### config.mk
export PLATFORM = sky130hd
export DESIGN_NAME = mem_array_pingpong_ctrl
export DESIGN_NICKNAME = d
export VERILOG_FILES = /design/src/rtl/mem_array_pingpong_ctrl.sv
export SDC_FILE = /design/constraint.sdc
export NUM_CORES = 1
export LEC_CHECK = 0
export ABC_CLOCK_PERIOD_IN_PS = 4200
export CORE_MARGIN = 1.5
export CORE_UTILIZATION = 48
export CTS_BUF_LIST = sky130_fd_sc_hd__clkbuf_16
export CTS_CLUSTER_SIZE = 8
export DETAILED_ROUTE_END_ITERATION = 8
export PLACE_DENSITY_LB_ADDON = 0.15
export SLEW_MARGIN = 10
export SYNTH_ARGS = -nofsm -noshare
export SYNTH_HDL_FRONTEND = slang
export SYNTH_SLANG_ARGS = --single-unit
export TNS_END_PERCENT = 1
### constraint.sdc
create_clock -name clk -period 4.2 [get_ports clk]
set_clock_uncertainty 0.15 [all_clocks]
set_input_delay 0.63 -clock clk [delete_from_list [all_inputs] [get_ports clk]]
set_output_delay 0.63 -clock clk [all_outputs]
set_load 0.01 [all_outputs]
### src/rtl/mem_array_pingpong_ctrl.sv
// Write-side sequencer and bank hand-off control for the two-bank ping-pong IFM array.
// The producer fills one bank while the consumer reads the other; a full bank is
// handed over (ifm_sel toggles) only once the consumer has released its bank.
module mem_array_pingpong_ctrl #(
  parameter int unsigned IFM_SIZE         = 28,
  parameter int unsigned NUMBER_OF_IFM    = 2,
  parameter int unsigned ADDRESS_SIZE_IFM = $clog2(IFM_SIZE * IFM_SIZE),
  localparam int unsigned IDX_W           = (NUMBER_OF_IFM > 1) ? $clog2(NUMBER_OF_IFM) : 1
) (
  input  logic                        clk,
  input  logic                        reset,
  input  logic                        prev_wr_valid,
  output logic                        prev_wr_ready,
  output logic                        ifm_enable_write_previous,
  output logic [ADDRESS_SIZE_IFM-1:0] ifm_address_write_previous,
  output logic                        ifm_sel,
  output logic                        next_frame_valid,
  input  logic                        next_done,
  output logic [IDX_W-1:0]            next_ifm_idx,
  output logic                        next_last_ifm,
  output logic                        swap_pulse
);

  localparam int unsigned WORDS = IFM_SIZE * IFM_SIZE;
  localparam logic [ADDRESS_SIZE_IFM-1:0] LAST_ADDR = ADDRESS_SIZE_IFM'(WORDS - 1);
  localparam logic [IDX_W-1:0] LAST_IDX = IDX_W'(NUMBER_OF_IFM - 1);

  typedef enum logic {
    ST_FILL = 1'b0,
    ST_FULL = 1'b1
  } state_t;

  state_t                      state_q, state_d;
  logic [ADDRESS_SIZE_IFM-1:0] wr_cnt_q, wr_cnt_d;
  logic                        ifm_sel_q, ifm_sel_d;
  logic                        rd_busy_q, rd_busy_d;
  logic [IDX_W-1:0]            wr_idx_q, wr_idx_d;
  logic [IDX_W-1:0]            rd_idx_q, rd_idx_d;
  logic                        swap_pulse_q, swap_pulse_d;
  logic                        fill;
  logic                        accept;
  logic                        swap;

  // Handshake and write port decode; zero latency from valid to the array.
  assign fill   = (state_q == ST_FILL);
  assign accept = prev_wr_valid & fill;
  assign swap   = (state_q == ST_FULL) & (~rd_busy_q | next_done);

  assign prev_wr_ready              = fill;
  assign ifm_enable_write_previous  = accept;
  assign ifm_address_write_previous = wr_cnt_q;
  assign ifm_sel                    = ifm_sel_q;
  assign next_frame_valid           = rd_busy_q;
  assign next_ifm_idx               = rd_idx_q;
  assign next_last_ifm              = rd_busy_q & (rd_idx_q == LAST_IDX);
  assign swap_pulse                 = swap_pulse_q;

  // Next-state logic: word counting in FILL, bank hand-off in FULL.
  always_comb begin
    state_d      = state_q;
    wr_cnt_d     = wr_cnt_q;
    ifm_sel_d    = ifm_sel_q;
    rd_busy_d    = rd_busy_q;
    wr_idx_d     = wr_idx_q;
    rd_idx_d     = rd_idx_q;
    swap_pulse_d = 1'b0;

    // Consumer release; overridden below when a swap re-claims the bank.
    if (next_done && rd_busy_q) begin
      rd_busy_d = 1'b0;
    end

    unique case (state_q)
      ST_FILL: begin
        if (accept) begin
          if (wr_cnt_q == LAST_ADDR) begin
            wr_cnt_d = '0;
            state_d  = ST_FULL;
          end else begin
            wr_cnt_d = wr_cnt_q + ADDRESS_SIZE_IFM'(1);
          end
        end
      end
      ST_FULL: begin
        if (swap) begin
          ifm_sel_d    = ~ifm_sel_q;
          rd_busy_d    = 1'b1;
          rd_idx_d     = wr_idx_q;
          wr_idx_d     = (wr_idx_q == LAST_IDX) ? '0 : wr_idx_q + IDX_W'(1);
          state_d      = ST_FILL;
          swap_pulse_d = 1'b1;
        end
      end
      default: begin
        state_d = ST_FILL;
      end
    endcase
  end

  // State and counter registers with synchronous reset.
  always_ff @(posedge clk) begin
    if (reset) begin
      state_q      <= ST_FILL;
      wr_cnt_q     <= '0;
      ifm_sel_q    <= 1'b0;
      rd_busy_q    <= 1'b0;
      wr_idx_q     <= '0;
      rd_idx_q     <= '0;
      swap_pulse_q <= 1'b0;
    end else begin
      state_q      <= state_d;
      wr_cnt_q     <= wr_cnt_d;
      ifm_sel_q    <= ifm_sel_d;
      rd_busy_q    <= rd_busy_d;
      wr_idx_q     <= wr_idx_d;
      rd_idx_q     <= rd_idx_d;
      swap_pulse_q <= swap_pulse_d;
    end
  end

endmodule

# After elaboration in Yosys (flattened, before gate mapping)
# Index checks and enable logic that the tools add are counted.
# totals
ff_bits	16
output_inout_bits	17
# classes
add_sub_neg	2
eq_ne	1
n_mux	10
bitwise	7
reduce_logical	4
# op_table
operator	n
10-bit by 1-bit adder with 10-bit output, second input constant	1
10-bit == test, second input constant	1
10-bit two-way mux	1
1-bit two-way mux	8
2-bit AND reduction	2
1-bit bitwise AND	3
1-bit inverter	3
1-bit case mux with 2 select lines	1
2-bit OR reduction	1
1-bit adder, second input constant	1
1-bit logical AND	1
1-bit bitwise OR	1

# Logic depth before layout (Yosys ltp)
# Gate-level depths: netlist of run 1.
# depth
word_depth	5
ltp_mapped	4
ltp_nobuf	4

# Worst setup path after synthesis of run 1
# OpenSTA, ideal clock, no wires.
# synth_timing
kind	flip-flop to flip-flop
startpoint	reg wr_cnt_q[0] (netlist: ifm_address_write_previous[0])
endpoint	reg wr_cnt_q[0] (netlist: ifm_address_write_previous[0])
setup_time_ns	0.135
arrival_time_ns	1.473
slack_ns	2.442
stages_incl_launch_ff	5
cell_sequence	dfxtp_1 > ha_1 > nand3b_1 > o41ai_4 > nor2_1
# synth_between
elab_chain_len	2
# synth_rtl
item	line_no	text
start: declaration	34	logic [ADDRESS_SIZE_IFM-1:0] wr_cnt_q, wr_cnt_d;
start signal: assignment	112	wr_cnt_q <= wr_cnt_d;
10-bit by 1-bit adder with 10-bit output or 10-bit == test (tied branches)	80, 76	
10-bit two-way mux (*)	76	if (wr_cnt_q == LAST_ADDR) begin
# Mark *: on every way between the ends. The rest lies on a longest branch, timed or not.
# A chain may end at the register's enable or synchronous reset.

# Worst setup path after layout of run 1
# layout_timing
startpoint	in prev_wr_valid
endpoint	out ifm_enable_write_previous
# layout_between
elab_chain_len	1
# layout_rtl
item	line_no	text
start: declaration	12	input logic prev_wr_valid,
1-bit bitwise AND	46	assign accept = prev_wr_valid & fill;
end: declaration	14	output logic ifm_enable_write_previous,
# Every way passes these cells.

==> results of run 1 <==
## worst max-delay path, cell delays in order
cell and delay [ns]:
clkdlybuf4s50_1 0.54, nor2b_1 0.31, clkdlybuf4s50_1 0.60
## state kept, by name (all words and copies together), names as in the netlist
register / flops
ifm_address_write_previous: 10
wr_idx_q: 1
next_frame_valid: 1
next_ifm_idx: 1
state_q: 1
ifm_sel: 1
swap_pulse: 1
## area by class of cell
class / instances / area, sq um / share of cell area
clock buffers: 3 / 75.1 / 0.0738
well taps: 15 / 18.8 / 0.0185
inverters: 3 / 11.3 / 0.0111
clock inverters: 1 / 3.75 / 0.00369
flip-flops and latches: 16 / 320 / 0.315
multi-input cells: 57 / 388 / 0.381
repair buffers: 20 / 200 / 0.197
## layer usage
metal,GRT usage,vias up,wire [um]
met2,0.297,25,666
met4,0.0774,0,21
met5,0,-,0
met1,0.278,309,738
li1,-,338,-
met3,0.0652,4,87
## per-stage QoR
| step | power [W] | cell area (sq um) | hold slack [ns] |
|---|---|---|---|
| 6_report | 0.000362 | 1020 | 0.329 |
| 5_1_grt | 0.000377 | 1020 | 0.360 |
| 2_1_floorplan | 0.000171 | 724 | 0.299 |
| 3_5_place_dp | 0.000181 | 938 | 0.325 |
| 3_3_place_gp | 0.000180 | 938 | 0.313 |
| 4_1_cts | 0.000364 | 1020 | 0.334 |
## kinds of logic after synthesis
family / count (synthesis) / share of synthesized area
buffers and inverters: 4 / 0.0224
AO/OA/AOI/OAI: 23 / 0.200
adder cells (fa/ha/maj): 1 / 0.0173
XOR/XNOR: 2 / 0.0242
multiplexers: 1 / 0.0138
AND/OR/NAND/NOR: 30 / 0.280
flip-flops: 16 / 0.442
## path summary, 6_finish.rpt
kind	endpoint	slack, ns	depth (start not counted)
max	ifm_enable_write_previous	1.34	3
min	next_ifm_idx	0.33	2
max reg2reg	ifm_address_write_previous[6]	2.22	4
min reg2reg	next_ifm_idx	0.33	2
## placed cells by master, fill, tap and decap left out, drive strengths merged, types with 2 or more instances in the layout
cell and instances:
a21oi 12, clkbuf 3, clkdlybuf4s50 20, dfxtp 16
inv 3, nand2 3, nand3 3, nand4 2
nor2 3, o21ai 7, o31ai 3, or3 6
or4 4, xnor2 2
## report_power, final
part | switching [W] | internal, W | total (W)
combinational | 0.00000908 | 0.0000111 | 0.0000202
clock | 0.0000578 | 0.000126 | 0.000184
sequential | 0.00000318 | 0.000154 | 0.000157
total | 0.0000700 | 0.000292 | 0.000362
==> results.py, run 1 <==
metrics = {
    "route": {
        "firstDrtPassIters": 4,
        "detail_route.wl_per_cell_um": 13.2,
        "routed_wl_um": 1510,
        "drc": 0,
        "vias": 676,
        "drtIter0Drc": 17,
        "routed_via_density": 5.88,
        "antenna_left": 0,
    },
    "logic_synthesis": {
        "synth_area_leader_cell": "dfxtp_1",
        "synth_seq_cells": 16,
        "synth_ff_type": "dfxtp_1",
        "ys_seq_area_frac": 0.442,
        "netlist.area_leader.share": 0.442,
        "synth_area_sq_um": 724,
        "synth_fp_nets": 82,
        "async_reset_ff_frac": 0,
        "synth_edf_count": 0,
        "synth.most_common_cell": "dfxtp_1",
        "synthTopCellsByArea": "dfxtp_1, a21oi_1, or3_1, o21ai_0, o41ai_4",
        "synth_commonest_cells": "dfxtp_1, a21oi_1, o21ai_0",
        "synth-warning-count": 0,
        "yosysUniqueCellTypes": 26,
        "syn_inst": 77,
        "syn-mean-instance-area_sq_um": 9.41,
    },
    "floorplan": {
        "dieArea_sq_um": 1750,
        "core_area_sq_um": 1350,
        "pin_count": 21,
        "die_h_um": 41.9,
        "die_w_um": 41.9,
        "fp-row-count": 13,
        "start_util": 0.537,
    },
    "finish": {
        "antenna_cells": 0,
        "nets": 106,
        "area_growth_pct": 40.4,
        "drive_gt1_frac": 0.0700,
        "fin_util": 0.753,
        "fill_cells": 104,
        "stdcell_count": 115,
    },
    "min_path": {
        "hold_class": "reg -> reg",
        "holdCritStartpoint": "wr_idx_q",
    },
    "place": {
        "pre_cts_ws_ns": 1.33,
        "port_buffers": 20,
        "hpwl_um": 1040,
        "dpl.cell_count": 111,
        "gp_congestion": 0.761,
    },
    "clock_network": {
        "clock_path_buffers": 2,
        "postCtsSetupBuffers": 0,
        "cts_hold_buf": 0,
        "cts_tree": "yes",
        "clkTransAtPathRegs_ns": 0.05,
        "cts.sinks": 16,
        "cts-buffers-inserted": 3,
        "cts_resized": 0,
        "clkLatencyLatePin_ns": 0.24,
        "cts_root_buf": "clkbuf_16",
        "htreeDepth": 1,
    },
    "global_route": {
        "grt_pass1_vias": 574,
        "grt_pass1_wl_um": 2690,
        "antenna_found_initial": 0,
        "grt_usage": 0.204,
        "grt_overflow": 0,
        "grt_max_degree": 10,
    },
    "sta": {
        "rsz0062_at_grt": "no",
        "clock.fmax_mhz": 350,
        "setup_viol": 0,
        "setup_ws_ns": 1.34,
        "min_period_over_period": 0.680,
        "slew_headroom": 0.604,
        "setup-tns-final_ns": 0,
        "slew_viol_final": 0,
        "min_period_ns": 2.86,
        "tightest_slew_ns": 0.592,
        "hold_violations": 0,
    },
    "critical_path": {
        "required_ns": 3.42,
        "worstPathArrival_ns": 2.08,
        "path_class": "in -> out",
        "cp_max_fo": 3,
        "worst_setup_path_start_kind": "input pin",
        "critical_path.startpoint": "prev_wr_valid",
        "worstSetupEndpointType": "primary output",
        "reg2reg_from": "ifm_address_write_previous[0]",
    },
    "pwr": {
        "power_leakage_nw": 0.372,
        "p_per_area_nw_per_um2": 355,
        "ir_drop_v": 0.000347,
    },
    "job": {
        "drv_cap": 0,
    },
    "status": {
        "status": "completed",
    },
}
No activity file was read; power rests on OpenSTA's default activity.
==> run 2: changes to the inputs <==
ABC_CLOCK_PERIOD_IN_PS = 2880   (was 4200)
CORE_UTILIZATION = 45   (was 48)
clock period = 2.88 ns   (was 4.2 ns; I/O delays follow)
==> run 2 against run 1 <==
  * Critical path depth is the same
  * Critical path type unchanged
  * Core utilization shrank 7.7 points
  * Die area grew 6.2%
==> results.py, run 2 (same netlist as run 1, synthesis figures left out) <==
metrics = {
    "pwr": {
        "combPwrFrac": 0.055,
        "power_w": 0.000526,
        "internal_power_w": 0.000425,
        "power_leakage_nw": 0.372,
        "clock_power_share": 0.508,
        "switching_share": 0.192,
        "p_per_area_nw_per_um2": 517,
        "pwr-share-seq": 0.437,
        "p_sw_w": 0.000101,
        "ir_drop_v": 0.000410,
    },
    "clock_network": {
        "cts.sinks": 16,
        "cts_resized": 0,
        "clkTransAtPathRegs_ns": 0.05,
        "cts_root_buf": "clkbuf_16",
        "cts_hold_buf": 0,
        "cts-buffers-inserted": 3,
        "cts_tree": "yes",
        "clock_path_buffers": 2,
        "htreeDepth": 1,
        "postCtsSetupBuffers": 0,
        "clkLatencyLatePin_ns": 0.25,
    },
    "floorplan": {
        "die_h_um": 43.1,
        "fp-row-count": 14,
        "die_w_um": 43.1,
        "start_util": 0.481,
        "core_area_sq_um": 1510,
        "dieArea_sq_um": 1860,
        "pin_count": 21,
    },
    "critical_path": {
        "worst_path_largest_cell_delay_ns": 0.59,
        "crit_slowest_cell": "clkdlybuf4s50_1",
        "path_buf_inv": 2,
        "required_ns": 2.30,
        "worstPathArrival_ns": 1.85,
        "cp_max_fo": 3,
        "worst_setup_path_start_kind": "input pin",
        "worstPathCellList": "clkdlybuf4s50_1, nor2b_1, clkdlybuf4s50_1",
        "cpMostUsedCell": "clkdlybuf4s50_1",
        "crit_family": "buffers and inverters",
        "path_class": "in -> out",
        "worstSetupEndpointType": "primary output",
    },
    "global_route": {
        "antenna_found_initial": 0,
        "grt_pass1_vias": 594,
        "grt_overflow": 0,
        "grt_max_degree": 10,
        "grt_pass1_wl_um": 2630,
        "grt_usage": 0.194,
    },
    "sta": {
        "min_period_over_period": 0.845,
        "slew_viol_final": 0,
        "tightest_slew_ns": 0.546,
        "slew_headroom": 0.635,
        "hold_violations": 0,
        "rsz0062_at_grt": "no",
        "setup-tns-final_ns": 0,
        "min_period_ns": 2.43,
        "setup_viol": 0,
        "clock.fmax_mhz": 411,
    },
    "finish": {
        "final_cell_mix": "clkdlybuf4s50_1, dfxtp_1, a21oi_1, o21ai_0, or3_1",
        "final_common_cell": "clkdlybuf4s50_1",
        "fill_cells": 137,
        "stdcell_count": 116,
        "final_area_sq_um": 1020,
        "antenna_cells": 0,
        "nets": 106,
        "drive_gt1_frac": 0.0700,
        "largest_reg_flops": 10,
        "area_growth_pct": 40.6,
    },
    "place": {
        "hpwl_um": 1040,
        "gp_congestion": 0.714,
        "placed_area_sq_um": 940,
        "port_buffers": 20,
        "dpl.cell_count": 112,
    },
    "route": {
        "vias": 651,
        "antenna_left": 0,
        "detail_route.wl_per_cell_um": 12.7,
        "drc": 0,
        "routed_via_density": 5.61,
        "firstDrtPassIters": 3,
        "routed_wl_um": 1480,
        "drtIter0Drc": 12,
    },
    "job": {
        "drv_cap": 0,
    },
    "status": {
        "status": "completed",
    },
    "min_path": {
        "hold_class": "reg -> reg",
    },
}
[run 2: final cells by class]
cell class,instances,area (sq um),area share
Clock inverter,1,3.75,0.00369
Clock buffer,3,75.1,0.0737
Inverter,3,11.3,0.0111
Sequential cell,16,320,0.314
Tap cell,16,20.0,0.0197
Timing Repair Buffer,20,200,0.197
Multi-Input combinational cell,57,388,0.381
[run 2: metal layers]
metal / wire length, um / track usage
met1: 724 / 0.259
met2: 643 / 0.278
met3: 85 / 0.0681
met4: 21 / 0.0909
met5: 0 / 0
[run 2: per-stage QoR]
step	hold slack, ns	setup slack (ns)	utilization
4_1_cts	0.327	0.437	0.676
3_5_place_dp	0.319	0.441	0.624
2_1_floorplan	0.299	1.12	-
6_report	0.330	0.447	0.676
3_3_place_gp	0.317	0.476	0.624
5_1_grt	0.353	0.322	0.676
[run 2: path summary, 6_finish.rpt]
check | start | slack, ns | cells past startpoint | to
worst max-delay path | prev_wr_valid | 0.45 | 3 | ifm_enable_write_previous
worst max register to register | ifm_address_write_previous[0] | 0.91 | 4 | ifm_address_write_previous[6]
worst min-delay path | wr_idx_q | 0.33 | 2 | next_ifm_idx
worst min register to register | wr_idx_q | 0.33 | 2 | next_ifm_idx
[run 2: worst min-delay path: cells and delay by family (launching register included)]
kind,cells,cell delay [ns]
AOI/OAI and AO/OA,1,0.05
DFF,1,0.32
and+or+nand+nor,1,0.06
[run 2: power groups by stage]
stage | Clock (W) | Sequential [W] | Combinational, W
after floorplan | 0 | 0.000235 | 0.0000138
after global placement | 0 | 0.000234 | 0.0000289
after detailed placement | 0 | 0.000234 | 0.0000294
after CTS | 0.000273 | 0.000230 | 0.0000293
after global routing | 0.000289 | 0.000230 | 0.0000321
final | 0.000268 | 0.000230 | 0.0000290
==> run 3: changes to the inputs <==
ABC_CLOCK_PERIOD_IN_PS = 2420   (was 2880)
clock period = 2.42 ns   (was 2.88 ns; I/O delays follow)
==> run 3 against run 2 <==
  * Clock-buffer cell count did not move
  * Global-route usage down 0.051 points
  * Final area is 2.6% higher
  * Power up 19%
  * Sequential power increased by 19%
  * Via count is 7.7% higher
  * Critical endpoint unchanged
==> results.py, run 3 (same netlist as run 1, synthesis figures left out) <==
metrics = {
    "finish": {
        "fin_util": 0.694,
        "antenna_cells": 0,
        "drive_gt1_frac": 0.107,
        "final_cell_mix": "clkdlybuf4s50_1, dfxtp_1, a21oi_1, o21ai_0, or3_1",
        "largest_reg_flops": 10,
        "final_common_cell": "clkdlybuf4s50_1",
        "area_growth_pct": 44.2,
        "nets": 110,
    },
    "critical_path": {
        "worstSetupEndpointType": "primary output",
        "path_class": "in -> out",
        "worstPathArrival_ns": 1.66,
        "cp_max_fo": 3,
        "worst_setup_path_start_kind": "input pin",
        "required_ns": 1.91,
    },
    "clock_network": {
        "cts_tree": "yes",
        "clkLatencyLatePin_ns": 0.24,
        "clock_path_buffers": 2,
        "clkTransAtPathRegs_ns": 0.05,
        "cts_hold_buf": 0,
        "cts_root_buf": "clkbuf_16",
        "htreeDepth": 1,
        "cts-buffers-inserted": 3,
        "postCtsSetupBuffers": 0,
        "cts_resized": 0,
        "cts.sinks": 16,
    },
    "sta": {
        "tightest_slew_ns": 0.336,
        "rsz0062_at_grt": "no",
        "min_period_ns": 2.17,
        "whs_ns": 0.322,
        "setup-tns-final_ns": 0,
        "clock.fmax_mhz": 460,
        "hold_violations": 0,
        "min_period_over_period": 0.898,
        "slew_viol_final": 0,
        "setup_viol": 0,
        "slew_headroom": 0.775,
    },
    "min_path": {
        "hold_class": "reg -> reg",
    },
    "route": {
        "dr_wl_met3_um": 85,
        "drtIter0Drc": 7,
        "drc": 0,
        "antenna_left": 0,
        "routed.top_layer": "met4",
        "firstDrtPassIters": 4,
        "detail_route.wl_per_cell_um": 13.7,
        "vias": 701,
        "routed_wl_um": 1630,
        "wl_met2_um": 780,
        "routed_via_density": 5.89,
        "wl_met1_um": 747,
    },
    "floorplan": {
        "dieArea_sq_um": 1860,
        "pin_count": 21,
        "start_util": 0.481,
        "die_h_um": 43.1,
        "fp-row-count": 14,
        "core_area_sq_um": 1510,
        "die_w_um": 43.1,
    },
    "place": {
        "gp_congestion": 0.730,
        "port_buffers": 20,
        "hpwl_um": 1160,
    },
    "global_route": {
        "grt_overflow": 0,
        "antenna_found_initial": 0,
        "grt_max_degree": 9,
        "grt_pass1_wl_um": 2670,
        "grt_usage": 0.194,
        "grt_pass1_vias": 617,
    },
    "job": {
        "drv_cap": 0,
    },
    "pwr": {
        "p_per_area_nw_per_um2": 598,
        "power_w": 0.000624,
        "power_leakage_nw": 0.389,
        "ir_drop_v": 0.000395,
    },
    "status": {
        "status": "completed",
    },
}
run 3: metal layers:
metal / vias up / track usage
met5: - / 0
met1: 332 / 0.236
met2: 21 / 0.322
met4: 0 / 0.0909
li1: 344 / -
met3: 4 / 0.0383
run 3: layout make-up:
type                    count  area [sq um]
fillers                   124           462
inverters                   3          11.3
repair buffers             24           230
flip-flops and latches     16           320
well taps                  16          20.0
multi-input cells          57           388
clock buffers               3          75.1
run 3: final timing paths:
| check | from | to | slack (ns) | depth (start not counted) |
|---|---|---|---|---|
| max | prev_wr_valid | ifm_enable_write_previous | 0.25 | 3 |
| min | wr_idx_q | next_ifm_idx | 0.32 | 2 |
| max reg2reg | ifm_address_write_previous[0] | ifm_address_write_previous[8] | 0.58 | 4 |
| min reg2reg | wr_idx_q | next_ifm_idx | 0.32 | 2 |
run 3: where the power goes:
| group | switching (W) | leakage (nW) | internal (W) |
|---|---|---|---|
| Clock | 0.0000961 | 0.0370 | 0.000216 |
| Sequential | 0.00000555 | 0.129 | 0.000268 |
| Combinational | 0.0000160 | 0.223 | 0.0000225 |
| Total | 0.000118 | 0.389 | 0.000507 |
run 3: stage by stage:
stage	worst slack (ns)	cells	area [sq um]
2_1_floorplan	0.662	77	724
3_3_place_gp	0.287	116	970
3_5_place_dp	0.235	116	970
4_1_cts	0.234	119	1040
5_1_grt	0.157	119	1040
6_report	0.247	119	1040
run 3: critical path, stage by stage:
cell	delay, ns
clkdlybuf4s50_1	0.54
nor2b_1	0.20
clkdlybuf4s50_1	0.55
